### config.mk
export PLATFORM = sky130hd
export DESIGN_NAME = gray_counter_param
export DESIGN_NICKNAME = d
export VERILOG_FILES = /design/src/rtl/gray_counter_param.sv
export SDC_FILE = /design/constraint.sdc
export NUM_CORES = 1
export LEC_CHECK = 0
export CAP_MARGIN = 25
export CORE_AREA = 2 2 39 41
export DETAILED_ROUTE_END_ITERATION = 7
export DIE_AREA = 0 0 41 43
export PLACE_DENSITY = 0.72
export SLEW_MARGIN = 15
export SYNTH_ARGS = -nofsm -noshare
export SYNTH_HDL_FRONTEND = slang
export SYNTH_SLANG_ARGS = --single-unit
### constraint.sdc
create_clock -name clk -period 2.73 [get_ports clk]
set_input_delay 0.6825 -clock clk [delete_from_list [all_inputs] [get_ports clk]]
set_output_delay 0.6825 -clock clk [all_outputs]
set_load 0.03 [all_outputs]
### src/rtl/gray_counter_param.sv
// gray_counter_param: up/down counter holding registered binary and Gray forms, with Gray load, optional saturation and terminal-count flag.
module gray_counter_param #(
  parameter int WIDTH = 4,
  parameter bit SATURATE = 1'b0
) (
  input  logic             clk,
  input  logic             rst,
  input  logic             en,
  input  logic             up,
  input  logic             load,
  input  logic [WIDTH-1:0] load_gray,
  output logic [WIDTH-1:0] gray,
  output logic [WIDTH-1:0] binary,
  output logic             term
);
  logic [WIDTH-1:0] load_bin, nxt;
  logic at_end;
  genvar i;
  generate
    for (i = 0; i < WIDTH; i++) begin : g_dec
      assign load_bin[i] = ^load_gray[WIDTH-1:i];
    end
  endgenerate
  always_comb begin
    at_end = up ? &binary : ~|binary;
    nxt = (at_end && SATURATE) ? binary : up ? binary + WIDTH'(1) : binary - WIDTH'(1);
  end
  // Gray is re-encoded from the next binary value so both registers stay consistent
  always_ff @(posedge clk) begin
    if (rst) begin
      binary <= '0;
      gray <= '0;
      term <= 1'b0;
    end else if (load) begin
      binary <= load_bin;
      gray <= load_gray;
      term <= 1'b0;
    end else if (en) begin
      binary <= nxt;
      gray <= nxt ^ (nxt >> 1);
      term <= at_end;
    end else begin
      term <= 1'b0;
    end
  end
endmodule

**After elaboration in Yosys (flattened, before gate mapping)**

Cells that the tools add are included.

- Add/subtract/negate cells: 2
- Multipliers: 0
- Divide/modulo/power cells: 0
- Magnitude comparators: 0
- Eq/ne operators: 0
- Shift-type cells: 0
- Mux-type cells: 6
- Bitwise logic cells: 2
- Reduce and logical (&&, ||, !) cells: 8

Operators with widths:

| cell | number |
|---|---|
| 4-bit two-way mux | 5 |
| 4-bit by 1-bit adder with 4-bit output, second input constant | 1 |
| 4-bit AND reduction | 1 |
| 4-bit OR reduction | 1 |
| 4-bit parity | 1 |
| 4-bit by 1-bit subtractor with 4-bit output, second input constant | 1 |
| 4-bit by 3-bit XOR with 4-bit output | 1 |
| 3-bit OR reduction | 1 |
| 3-bit parity | 1 |
| 2-bit nonzero test | 1 |
| 2-bit parity | 1 |
| 1-bit logical NOT | 1 |
| 1-bit two-way mux | 1 |
| 1-bit NOT | 1 |

- Flip-flop bits (word level): 9
- Bits in latches: 0
- RAM bits: 0
- Bits in read-only memories: 0
- Output and inout bits: 9
- Logic and storage cells: 21
- Memories: 0

**Logic depth before layout (Yosys ltp)**

- Word-level depth: 5
- Gate-level depth with buffers: 6

**Worst setup path after synthesis**

Ideal clock, no wire load.

- Path type: input to register
- Start: input up
- End: register gray[1]
- Library setup time: 95 ps
- Arrival: 1868 ps
- Data required time: 2635 ps
- Slack: 767 ps
- Stages on the path: 6
- Buffers on the path: 0
- Path through: inv_1 fa_1 xnor2_1 xnor2_1 nand2_1 a221oi_1

- Word-level cells in the longest chain between the ends: 4

RTL lines:

| item | line | text |
|---|---|---|
| start, declared | 9 | `input logic up,` |
| 4-bit two-way mux | 26 | `nxt = (at_end && SATURATE) ? binary : up ? binary + WIDTH'(1) : binary - WIDTH'(1);` |
| 4-bit by 3-bit XOR with 4-bit output | 40 | `gray <= nxt ^ (nxt >> 1);` |
| 4-bit two-way mux | 38 | `end else if (en) begin` |
| 4-bit two-way mux | 34 | `end else if (load) begin` |
| end signal, assigned | 36 | `gray <= load_gray;` |
| end signal, assigned | 40 |  |
| end, declared | 12 | `output logic [WIDTH-1:0] gray,` |

No other way between the ends. The select of a mux whose other input is x is not followed.
A chain may end at the register's enable or synchronous reset.

**Worst setup path after layout**

Same ends and word-level chain as after synthesis.

==> impl_metrics.tcl <==
set metrics [dict create \
    totalWireLength_um 1080 \
    place_area_um2 714 \
    overflow 0 \
    synth.distinct_cells 30 \
    synth_top_area_cell "dfxtp_1" \
    multi_input_area_um2 353 \
    synth_warnings 0 \
    post-route-drc-count 0 \
    rr_worst_depth 5 \
    grt_max_degree 16 \
    coreArea_um2 1380 \
    setup_viol 0 \
    slew_violations 0 \
    gp_congestion 0.747 \
    cpPeakStageDelay_ns 0.51 \
    path_common_cell "xnor2_1" \
    clk_latency_ns 0.26 \
    vias_per_cell 5.13 \
    diodes 0 \
    syn-cell-area_um2 541 \
    htreeDepth 1 \
    fin_nets 90 \
    die_w_um 41 \
    stdcell_area_um2 737 \
    crit_chain "clkdlybuf4s50_1 -> inv_1 -> fa_1 -> xnor2_1 -> xnor2_1 -> nand2_1 -> a221oi_1" \
    drv_cap 0 \
    post-dp-hpwl_um 810 \
    postRouteAntennaNets 0 \
    regToRegStartpoint "binary[0]" \
    critPathLaunchType "primary input" \
    holdBufCountCts 0 \
    firstDrtPassIters 4 \
    final_layout_size_suffix_gt1_share_pct 10.5 \
    crit_fanout 4 \
    worst_setup_path_end_kind "flip-flop" \
    nFillCells 138 \
    grt_pass1_wl_um 1810 \
    fin_skew_ns 0.00294 \
    final_hold_viol_count 0 \
    row_count 14 \
    cts.sinks 8 \
    finalSetupTns_ns 0 \
    finalPower_uw 407 \
    power_density_nw_per_um2 553 \
    period_share_pct 87.7 \
    area_growth_pct 36.3 \
    startpoint "up" \
    period_needed_ns 2.39 \
    p_leak_uw 0.000297 \
    peakVddDrop_mv 0.236 \
    tightest_slew_ns 0.480 \
    rsz0062_at_grt "false" \
    start_util_pct 39.1 \
    cts_buffers 3 \
    ys_seq_elements 8 \
    synth_nets 71 \
    grt.total_usage_pct 15.7 \
    cts_tree "done" \
    die_h_um 43 \
    path_clk_slew_ns 0.06 \
    grt_antenna_before_repair 0 \
    die-area_um2 1760 \
    cts-root-buf "clkbuf_4" \
    path_class "in2reg" \
    status "finished, final reports clean" \
    endpoint "gray[1]" \
    port_buffers 17 \
    grt_pass1_vias 425 \
    drt_iter0_drc 13 \
    cp_slowest_cell "clkdlybuf4s50_1" \
    num_vias 472 \
    ff2ff_setup_slack_ns 1.01 \
    synthTopCellsByArea "dfxtp_1 30%, xnor2_1 8.1%, a21oi_1 5.6%" \
    syn_inst 59 \
    dpl_worst_slack_ns 0.0621 \
    clock.fmax_ghz 0.418 \
    ios 18 \
    post_cts_buffers 0 \
    slew_headroom_pct 67.9 \
    wl_per_cell_um 11.7 \
    cts-resized-gates 0 \
    layout_setup_ws_ns 0.336 \
    avgSynthCellArea_um2 9.16 \
    final_util_pct 53.3 \
    cp.arrival_ns 2.56 \
    clockBufferDepth 2 \
    r2r-end "gray[0]" \
    seq_area_frac_synth_pct 29.6 \
    min_path_type "reg2reg" \
    cp.required_ns 2.89 \
    seqCellArea_um2 160 \
    synth_top_area_share_pct 29.6 \
]
## critical path, delay by kind of cell
| kind | cells | cell delay, ns |
|---|---|---|
| buf+inv | 2 | 0.62 |
| fa+ha+maj | 1 | 0.44 |
| compound gates | 1 | 0.24 |
| simple gates | 1 | 0.07 |
| xor+xnor | 2 | 0.49 |
## cell usage after synthesis
cell and n:
nor2b_1 1, xnor2_1 5, and3_4 1, mux2_2 1
nor4_1 1, inv_1 2, ha_1 2, xnor3_1 1
buf_4 1, dfxtp_1 8, and3_1 1, nand3_1 1
nand2_1 2, a211oi_1 4, nand4b_1 1, nor2_2 1
nor2_1 4, xor2_1 3, a21o_1 1, o22ai_2 1
inv_2 1, nor3b_1 2, mux2i_1 1, clkbuf_1 1
a21oi_1 6, fa_1 1, o21ai_0 1, or3_1 2
a221oi_1 1, buf_2 1
## metal layers
metal	share of wire, %	global-route usage [%]
met5	0	0
met4	3.7	12.0
met3	5.9	4.71
met2	40	20.3
met1	50	20.9
## cells in the final DEF (no fill, tap or decap)
master,count
clkdlybuf4s50_1,17
a21oi_1,6
dfxtp_1,8
clkbuf_4,3
inv_2,1
mux2i_1,1
mux2_2,1
o21ai_0,1
a211oi_1,4
a21o_1,1
ha_1,2
inv_1,2
o22ai_2,1
nand3_1,1
nor4_1,1
fa_1,1
nor2_1,4
nand2_1,2
xnor2_1,5
nand4b_1,1
nor2b_1,1
a221oi_1,1
xor2_1,3
nor2_2,1
xnor3_1,1
and3_1,1
nor3b_1,2
and3_4,1
or3_1,2
## per-stage QoR
| step | std cells | hold WS, ns |
|---|---|---|
| after CTS | 92 | 0.528 |
| after global routing | 92 | 0.558 |
| after floorplan | 59 | 0.625 |
| after global placement | 89 | 0.525 |
| final | 92 | 0.520 |
| after detailed placement | 89 | 0.521 |
## worst min-delay path by stage
| stage | cells past startpoint | to | startpoint |
|---|---|---|---|
| floorplan | 2 | term | binary[2] |
| global placement | 2 | term | binary[2] |
| detailed placement | 2 | term | binary[2] |
| CTS | 2 | term | binary[2] |
| global route | 2 | term | binary[2] |
| finish | 2 | term | binary[2] |
## area by class of cell
cell class	instances	area share, %
inverters	3	1.53
well taps	16	2.72
clock buffers	3	3.06
flip-flops and latches	8	21.7
multi-input cells	45	47.9
repair buffers	17	23.1
## where the power goes
| group | internal (uW) | switching (uW) |
|---|---|---|
| logic | 89.1 | 84.3 |
| clock network | 50.4 | 41.5 |
| registers | 129 | 12.8 |
| total | 269 | 139 |
## cells by family after synthesis
kind of cell	Yosys count	share of synthesized area [%]
XOR/XNOR	9	17.1
AO/OA/AOI/OAI	14	17.4
adder cells (fa/ha/maj)	3	8.33
multiplexers	2	3.94
flip-flops	8	29.6
AND/OR/NAND/NOR	17	18.5
buffers and inverters	6	5.09
## registers in the layout, summed over array words and instances (netlist names)
signal / count
gray: 4
binary: 3
term: 1
(Power assumes the default switching activity.)
